$ cat config.mk
export PLATFORM = sky130hd
export DESIGN_NAME = manchester_tx
export DESIGN_NICKNAME = d
export VERILOG_FILES = /design/src/rtl/manchester_tx.sv
export SDC_FILE = /design/constraint.sdc
export NUM_CORES = 1
export LEC_CHECK = 0
export BUFFER_PORTS_ARGS = -buffer_cell sky130_fd_sc_hd__buf_4
export CAP_MARGIN = 20
export CORE_MARGIN = 10
export CORE_UTILIZATION = 54
export DETAILED_ROUTE_END_ITERATION = 10
export PLACE_DENSITY = 0.77
export SETUP_SLACK_MARGIN = 0.02
export SLEW_MARGIN = 20
export SYNTH_ARGS = -nofsm -noshare
export SYNTH_HDL_FRONTEND = slang
export SYNTH_SLANG_ARGS = --single-unit
$ cat constraint.sdc
create_clock -name clk -period 2.4 [get_ports clk]
set_input_delay 0.24 -clock clk [delete_from_list [all_inputs] [get_ports clk]]
set_output_delay 0.24 -clock clk [all_outputs]
set_load 0.02 [all_outputs]
$ cat src/rtl/manchester_tx.sv
`default_nettype none
// ============================================================================
// Module      : manchester_tx
// Description : Manchester (IEEE 802.3) line transmitter. Each frame is an
//               alternating clock-training preamble, a two-bit SFD (1,1),
//               then the data word LSB first. clk runs at twice the bit
//               rate, so every clk cycle is one half-bit.
//               Optional build macro MANCHESTER_TX_PARITY_EN appends one
//               even-parity bit after the data.
// Ports       : clk        half-bit clock (2x bit rate)
//               rst        asynchronous active-high reset
//               tx_data    word to send, sampled only at the handshake
//               tx_valid   word available
//               tx_ready   block can accept a word (state is IDLE)
//               tx_out     registered Manchester line output
//               tx_bit_clk registered bit-rate clock, high in 2nd half-bit
//               tx_busy    registered, high while a frame is on the line
//               tx_done    registered one-cycle pulse after a frame ends
// Revision    : 1.0 - initial release
// ============================================================================
module manchester_tx #(
    parameter int   WIDTH        = 8,
    parameter int   PREAMBLE_LEN = 8,
    parameter logic IDLE_LEVEL   = 1'b0
) (
    input  logic             clk,
    input  logic             rst,
    input  logic [WIDTH-1:0] tx_data,
    input  logic             tx_valid,
    output logic             tx_ready,
    output logic             tx_out,
    output logic             tx_bit_clk,
    output logic             tx_busy,
    output logic             tx_done
);

    localparam int CNT_MAX = (PREAMBLE_LEN > WIDTH) ? PREAMBLE_LEN : WIDTH;
    localparam int CNT_W   = (CNT_MAX > 1) ? $clog2(CNT_MAX) : 1;

    localparam logic [CNT_W-1:0] PRE_LAST  = CNT_W'(PREAMBLE_LEN - 1);
    localparam logic [CNT_W-1:0] SFD_LAST  = CNT_W'(1);
    localparam logic [CNT_W-1:0] DATA_LAST = CNT_W'(WIDTH - 1);

    typedef enum logic [2:0] {
        S_IDLE = 3'd0,
        S_PRE  = 3'd1,
        S_SFD  = 3'd2,
        S_DATA = 3'd3,
        S_PAR  = 3'd4
    } state_t;

    state_t             state_q, state_d;
    logic               phase_q, phase_d;
    logic [CNT_W-1:0]   cnt_q, cnt_d;
    logic [WIDTH-1:0]   shreg_q, shreg_d;
    logic               out_q, out_d;
    logic               bclk_q, bclk_d;
    logic               busy_q, busy_d;
    logic               done_q, done_d;
    logic               line_bit;

`ifdef MANCHESTER_TX_PARITY_EN
    logic               par_q, par_d;
`endif

    assign tx_ready   = (state_q == S_IDLE);
    assign tx_out     = out_q;
    assign tx_bit_clk = bclk_q;
    assign tx_busy    = busy_q;
    assign tx_done    = done_q;

    // Next-state, counters and shift register.
    always_comb begin
        state_d = state_q;
        phase_d = phase_q;
        cnt_d   = cnt_q;
        shreg_d = shreg_q;
`ifdef MANCHESTER_TX_PARITY_EN
        par_d   = par_q;
`endif
        if (state_q != S_IDLE) begin
            phase_d = ~phase_q;
            if (phase_q) begin
                cnt_d = cnt_q + CNT_W'(1);
            end
        end

        case (state_q)
            S_IDLE: begin
                phase_d = 1'b0;
                cnt_d   = '0;
                if (tx_valid) begin
                    state_d = S_PRE;
                    shreg_d = tx_data;
`ifdef MANCHESTER_TX_PARITY_EN
                    par_d   = ^tx_data;
`endif
                end
            end
            S_PRE: begin
                if (phase_q && (cnt_q == PRE_LAST)) begin
                    state_d = S_SFD;
                    cnt_d   = '0;
                end
            end
            S_SFD: begin
                if (phase_q && (cnt_q == SFD_LAST)) begin
                    state_d = S_DATA;
                    cnt_d   = '0;
                end
            end
            S_DATA: begin
                if (phase_q) begin
                    // Bit 0 of the shift register is always the bit on the line.
                    shreg_d = shreg_q >> 1;
                    if (cnt_q == DATA_LAST) begin
`ifdef MANCHESTER_TX_PARITY_EN
                        state_d = S_PAR;
`else
                        state_d = S_IDLE;
`endif
                        cnt_d   = '0;
                    end
                end
            end
`ifdef MANCHESTER_TX_PARITY_EN
            S_PAR: begin
                if (phase_q) begin
                    state_d = S_IDLE;
                    cnt_d   = '0;
                end
            end
`endif
            default: begin
                state_d = S_IDLE;
                phase_d = 1'b0;
                cnt_d   = '0;
            end
        endcase
    end

    // Outputs are registered from the next-state values so the line shows
    // the first preamble half-bit in the cycle right after the handshake.
    always_comb begin
        line_bit = 1'b0;
        case (state_d)
            S_PRE:  line_bit = ~cnt_d[0];  // 1,0,1,0... ending in 0 (even length)
            S_SFD:  line_bit = 1'b1;
            S_DATA: line_bit = shreg_d[0];
`ifdef MANCHESTER_TX_PARITY_EN
            S_PAR:  line_bit = par_d;
`endif
            default: line_bit = 1'b0;
        endcase

        busy_d = (state_d != S_IDLE);
        out_d  = busy_d ? (phase_d ? line_bit : ~line_bit) : IDLE_LEVEL;
        bclk_d = busy_d & phase_d;
        done_d = (state_q != S_IDLE) && (state_d == S_IDLE);
    end

    always_ff @(posedge clk or posedge rst) begin
        if (rst) begin
            state_q <= S_IDLE;
            phase_q <= 1'b0;
            cnt_q   <= '0;
            shreg_q <= '0;
            out_q   <= IDLE_LEVEL;
            bclk_q  <= 1'b0;
            busy_q  <= 1'b0;
            done_q  <= 1'b0;
`ifdef MANCHESTER_TX_PARITY_EN
            par_q   <= 1'b0;
`endif
        end else begin
            state_q <= state_d;
            phase_q <= phase_d;
            cnt_q   <= cnt_d;
            shreg_q <= shreg_d;
            out_q   <= out_d;
            bclk_q  <= bclk_d;
            busy_q  <= busy_d;
            done_q  <= done_d;
`ifdef MANCHESTER_TX_PARITY_EN
            par_q   <= par_d;
`endif
        end
    end

endmodule
`default_nettype wire

==> results of run 1 <==
==> synth_stat cells (all sizes together) <==
library cell  count  area [sq um]
a31oi             1          6.26
nand2             4          15.0
nor3              1          10.0
ha                3          37.5
nand2b            2          12.5
a21o              1          7.51
nor4              1          6.26
and3              1          11.3
inv              12          45.0
xnor2             2          17.5
o21ai             8          70.1
a311oi            1          8.76
and2              3          18.8
a21oi             3          15.0
a22oi             7          52.6
o21a              1          7.51
mux2              1          11.3
conb              1          3.75
o22ai             1          6.26
a211oi            2          15.0
nor2             11          41.3
buf               6          57.6
dfrtp            19           475
nand3b            1          7.51
or2               3          18.8
o31ai             1          7.51
==> state kept, by name, summed over array words and instances (netlist names) <==
signal and count:
tx_done 1, tx_bit_clk 1, phase_q 1, state_q 3, shreg_q 8, tx_busy 1, cnt_q 3, tx_out 1
==> stage by stage <==
step | area [sq um] | setup slack [ns] | std cells | power (mW)
4_1_cts | 1110 | 0.612 | 136 | 0.640
5_1_grt | 1110 | 0.430 | 136 | 0.675
3_5_place_dp | 1080 | 0.626 | 132 | 0.483
6_report | 1110 | 0.612 | 136 | 0.632
2_1_floorplan | 986 | 0.716 | 97 | 0.453
3_3_place_gp | 1080 | 0.638 | 132 | 0.479
==> power breakdown <==
| group | switching (mW) | internal (mW) |
|---|---|---|
| clock | 0.0924 | 0.0646 |
| combinational | 0.0536 | 0.0499 |
| sequential | 0.0215 | 0.350 |
==> layout make-up <==
type	instances	area, sq um	share of cell area, %
Tap cell	25	31.3	2.83
Clock buffer	4	26.3	2.38
Inverter	12	45.0	4.07
Multi-Input combinational cell	60	408	36.9
Sequential cell	19	475	43.0
Timing Repair Buffer	16	120	10.9
==> critical path, stage by stage (launching register included) <==
cell,delay [ns]
dfrtp_1,0.50
nor3_2,0.30
and2_1,0.36
or2_1,0.43
o21ai_2,0.08
==> kinds of logic after synthesis <==
kind of cell	count (synthesis)
AND/OR/NAND/NOR	27
AO/OA/AOI/OAI	26
flip-flops	19
buffers and inverters	18
adder cells (fa/ha/maj)	3
XOR/XNOR	2
other	1
multiplexers	1
==> layer usage <==
| layer | share of wire [%] | track usage [%] | up-vias |
|---|---|---|---|
| li1 | - | - | 355 |
| met1 | 48 | 11.1 | 323 |
| met2 | 46 | 14.7 | 20 |
| met3 | 5.6 | 2.87 | 2 |
| met4 | 0.76 | 4.19 | 0 |
| met5 | 0 | 0 | - |
==> cell usage in the layout, fill, tap and decap left out <==
| cell | synthesis | final |
|---|---|---|
| mux2_2 | 1 | 1 |
| or2_1 | 3 | 3 |
| and2_1 | 3 | 3 |
| nand2_1 | 4 | 4 |
| nand3b_1 | 1 | 1 |
| o31ai_1 | 1 | 1 |
| nor3_2 | 1 | 1 |
| a211oi_1 | 2 | 2 |
| a22oi_1 | 7 | 7 |
| a31oi_1 | 1 | 1 |
| inv_1 | 12 | 12 |
| clkbuf_1 | 0 | 1 |
| and3_4 | 1 | 1 |
| ha_1 | 3 | 3 |
| a21oi_1 | 3 | 3 |
| o21a_1 | 1 | 1 |
| o21ai_2 | 8 | 8 |
| xnor2_1 | 2 | 2 |
| nor4_1 | 1 | 1 |
| clkbuf_4 | 0 | 3 |
| buf_4 | 1 | 16 |
| conb_1 | 1 | 1 |
| a21o_1 | 1 | 1 |
| nand2b_1 | 2 | 2 |
| nor2_1 | 11 | 11 |
| o22ai_1 | 1 | 1 |
| a311oi_1 | 1 | 1 |
| dfrtp_1 | 19 | 19 |
==> path summary, 6_finish.rpt <==
| path | startpoint | slack [ns] | cells past startpoint | end |
|---|---|---|---|---|
| worst max-delay path | state_q[1]$_DFF_PP0_ | 0.61 | 4 | shreg_q[6]$_DFFE_PP0P_ |
| worst min-delay path | rst | 0.04 | 2 | shreg_q[2]$_DFFE_PP0P_ |
| worst max register to register | state_q[1]$_DFF_PP0_ | 0.61 | 4 | shreg_q[6]$_DFFE_PP0P_ |
| worst min register to register | shreg_q[5]$_DFFE_PP0P_ | 0.53 | 2 | shreg_q[4]$_DFFE_PP0P_ |
| max in group asynchronous | rst | 1.91 | 2 | state_q[1]$_DFF_PP0_ |
| min in group clk | tx_data[7] | 0.15 | 3 | shreg_q[7]$_DFFE_PP0P_ |
==> reports/metrics.yaml, run 1 <==
postCtsHoldBufs: 0
synth_top_family_by_area: "compound AO/OA/AOI/OAI gates"
power.leakage_nw: 0.529
criticalPathCategory: "reg -> reg"
antenna_found_initial: 0
critPathMaxFanout: 10
vias: 700
num_antenna_cells: 0
setup_tns_ns: 0
cp_data_required_time_ns: 2.58
routed_wl_microns: 1720
finalCriticalPeriod_ns: 1.79
dp_hpwl_microns: 1310
cts_buffers: 3
grt_pass1_wl_microns: 3110
yosysSeqAreaShare_pct: 48.2
rows: 15
insertion_delay_ns: 0.29
synth_nets: 111
rsz0062_at_grt: "false"
synthXorXnorAreaFrac_pct: 1.78
grt_use_total_pct: 9.26
drtIter0Drc: 28
cts_tree: "done"
syn_area_sq_um: 986
fin_nets: 126
worst_pin_slew_ns: 0.691
cellPowerDensity_mw_per_mm2: 571
min_period_over_period_pct: 74.5
fp.dieH_microns: 62.7
synth_mux_area_share_pct: 1.14
clk_pin_slew_ns: 0.11
maxCapViolations: 0
start_util_pct: 57.1
fin_skew_ns: 0.00804
worstSetupStartpointType: "flip-flop"
cts_resized: 0
maxSlewViolCount: 0
overflow: 0
vias_per_cell: 5.15
dr.pass1.iters: 4
gp_congestion: 0.790
endpoint_kind: "flip-flop"
yosysWarnings: 0
status: "finished, final reports clean"
synth-seq-cells: 19
grt_max_degree: 20
whs_ns: 0.0448
io-pin-count: 16
dieArea_sq_mm: 0.00394
cts_sinks: 19
synth_cell_types: 28
die_x_microns: 62.7
cts_root_buf: "clkbuf_4"
yosys.area_share.simple_pct: 14.3
io_buffers: 15
drcViolationCount: 0
fill_cells: 155
synth_compound_area_share_pct: 19.9
slew_headroom_pct: 53.9
core_sq_mm: 0.00173
synthCells: 97
fin_util_pct: 64.1
critical_path_arrival_ns: 1.97
hp-class: "in -> async"
synth_fa_ha_area_share_pct: 3.81
setup_violations: 0
cts_setup_buffers: 0
clk_path_buf_depth: 2
ant_nets: 0
wire_per_inst_microns: 12.6
drive_gt1_share_pct: 27.0
clock.fmax_mhz: 559
syn_to_final_growth_pct: 12.2
htreeDepth: 1
grt_pass1_vias: 742
syn_avg_cell_area_sq_um: 10.2
vdd_drop_max_v: 0.000357
hold_viol_final: 0
Note: power is estimated with default switching activity, not from simulation.
==> run 2: changes to the inputs <==
--- a/config.mk
+++ b/config.mk
@@ -8,9 +8,9 @@
 export BUFFER_PORTS_ARGS = -buffer_cell sky130_fd_sc_hd__buf_4
 export CAP_MARGIN = 20
 export CORE_MARGIN = 10
-export CORE_UTILIZATION = 54
+export CORE_UTILIZATION = 48
 export DETAILED_ROUTE_END_ITERATION = 10
-export PLACE_DENSITY = 0.77
+export PLACE_DENSITY = 0.72
 export SETUP_SLACK_MARGIN = 0.02
 export SLEW_MARGIN = 20
 export SYNTH_ARGS = -nofsm -noshare
==> constraint.sdc (replaced) <==
create_clock -name clk -period 1.6 [get_ports clk]
set_input_delay 0.16 -clock clk [delete_from_list [all_inputs] [get_ports clk]]
set_output_delay 0.16 -clock clk [all_outputs]
set_load 0.02 [all_outputs]
==> reports/metrics.yaml, run 2 (synthesized netlist as in run 1, its figures left out) <==
hp-class: "in -> reg"
hold_viol_final: 0
wire_per_inst_microns: 13.1
slowest_stage: "dfrtp_1"
cts_sinks: 19
critical_path_arrival_ns: 1.72
mostFrequentLayoutCell: "buf_4"
criticalPathCategory: "reg -> reg"
clock.fmax_mhz: 656
crit_family: "simple AND/OR/NAND/NOR gates"
status: "finished, final reports clean"
worst_pin_slew_ns: 0.692
io-pin-count: 16
fp.dieH_microns: 65.3
drcViolationCount: 0
drive_gt1_share_pct: 37.9
rsz0062_at_grt: "true"
fill_cells: 190
grt_pass1_vias: 711
syn_to_final_growth_pct: 22.8
grt_max_degree: 20
cpPeakStageDelay_ns: 0.41
wl_met1_microns: 785
rows: 16
mostFrequentLayoutCells: "buf_4 (20), dfrtp_1 (18), inv_1 (12)"
clk_path_buf_depth: 2
die_x_microns: 65.3
cts_tree: "done"
fin_cells: 143
insertion_delay_ns: 0.30
power.leakage_nw: 0.551
grt_pass1_wl_microns: 2930
routed.top_layer: "met4"
clk_pin_slew_ns: 0.10
largest-register: "shreg_q"
overflow: 0
io_buffers: 15
antenna_found_initial: 0
path_buf_inv: 0
setup_violations: 0
drtIter0Drc: 22
critPathMaxFanout: 5
cp_data_required_time_ns: 1.79
maxSlewViolCount: 0
finalCriticalPeriod_ns: 1.52
worstSetupStartpointType: "flip-flop"
cts_root_buf: "clkbuf_4"
vdd_drop_max_v: 0.000471
slew_headroom_pct: 53.8
largest_reg_flops: 8
min_period_over_period_pct: 95.3
worstPathCellList: "ha_2 > ha_4 > and3_4 > xnor2_2 > nor2_2 > or2_1"
fin_skew_ns: 0.00147
wl_met3_microns: 104
grt_use_total_pct: 8.39
routed_wl_microns: 1870
dp_cells: 137
endpoint_kind: "flip-flop"
final-seq-area_sq_um: 477
cellPowerDensity_mw_per_mm2: 802
gp_congestion: 0.740
maxCapViolations: 0
cts_buffers: 3
htreeDepth: 1
reg_top3: "shreg_q: 8 flops, cnt_q: 3 flops, state_q: 3 flops"
met2_length_microns: 956
dp_hpwl_microns: 1350
reg2reg_slack_ns: 0.08
num_antenna_cells: 0
dr.pass1.iters: 4
dieArea_sq_mm: 0.00427
vias: 707
start_util_pct: 50.3
vias_per_cell: 4.94
multi_input_area_sq_um: 469
fin_nets: 131
core_sq_mm: 0.00196
whs_ns: 0.0572
ant_nets: 0
-- run 2: cell types whose count changed in the layout (fill, tap and decap cells not counted), sizes merged --
cell	previous run	this run
buf	16	20
dlygate4sd3	0	1
-- run 2: path summary, 6_finish.rpt --
path,endpoint,from,cells after the start
max,tx_busy$_DFF_PP0_,cnt_q[1]$_DFF_PP0_,6
min in group asynchronous,cnt_q[2]$_DFF_PP0_,rst,3
max in group asynchronous,state_q[1]$_DFF_PP0_,rst,3
max reg2reg,tx_busy$_DFF_PP0_,cnt_q[1]$_DFF_PP0_,6
min reg2reg,shreg_q[5]$_DFFE_PP0P_,shreg_q[6]$_DFFE_PP0P_,2
min,shreg_q[7]$_DFFE_PP0P_,tx_data[7],3
-- run 2: metrics by stage --
step	cell area, sq um	power (mW)	TNS, ns	utilization, %	setup slack, ns
finish	1210	0.971	0	61.7	0.0755
global route	1210	1.03	0	61.7	0.0149
CTS	1160	0.975	0	59.0	0.00157
detailed placement	1120	0.731	-0.0353	57.0	-0.0353
global placement	1120	0.728	0	57.0	0.0719
floorplan	998	0.682	-0.0264	-	-0.0264
-- run 2: layer usage --
layer,up-vias,GRT usage [%]
li1,357,-
met1,338,9.14
met2,10,14.0
met3,2,3.22
met4,0,4.01
met5,-,0
-- run 2: area by class of cell --
cell class                 count  area share (%)
sequential                    19            39.4
multi-input combinational     60            38.7
inverter                      12            3.72
tap                           27            2.79
timing repair buffer          21            13.2
clock buffer                   4            2.17
-- run 2: repair_timing --
item / in CTS / in global routing
pin swaps: 2 / 4
setup endpoints to repair: 2 / 3
buffers inserted: 0 / 1
hold buffers: 1 / 0
endpoints found under the hold margin: 19 / 0
gates resized for setup: 1 / 10
-- run 2: worst min-delay path: stages --
cell and delay (ns):
buf_4 0.07, nand2_1 0.05, o21ai_2 0.05
-- run 2: report_power, final --
group          internal [mW]  leakage, nW  switching (mW)
clock network         0.0973       0.0150           0.145
logic                 0.0842        0.295          0.0852
registers              0.525        0.241          0.0343
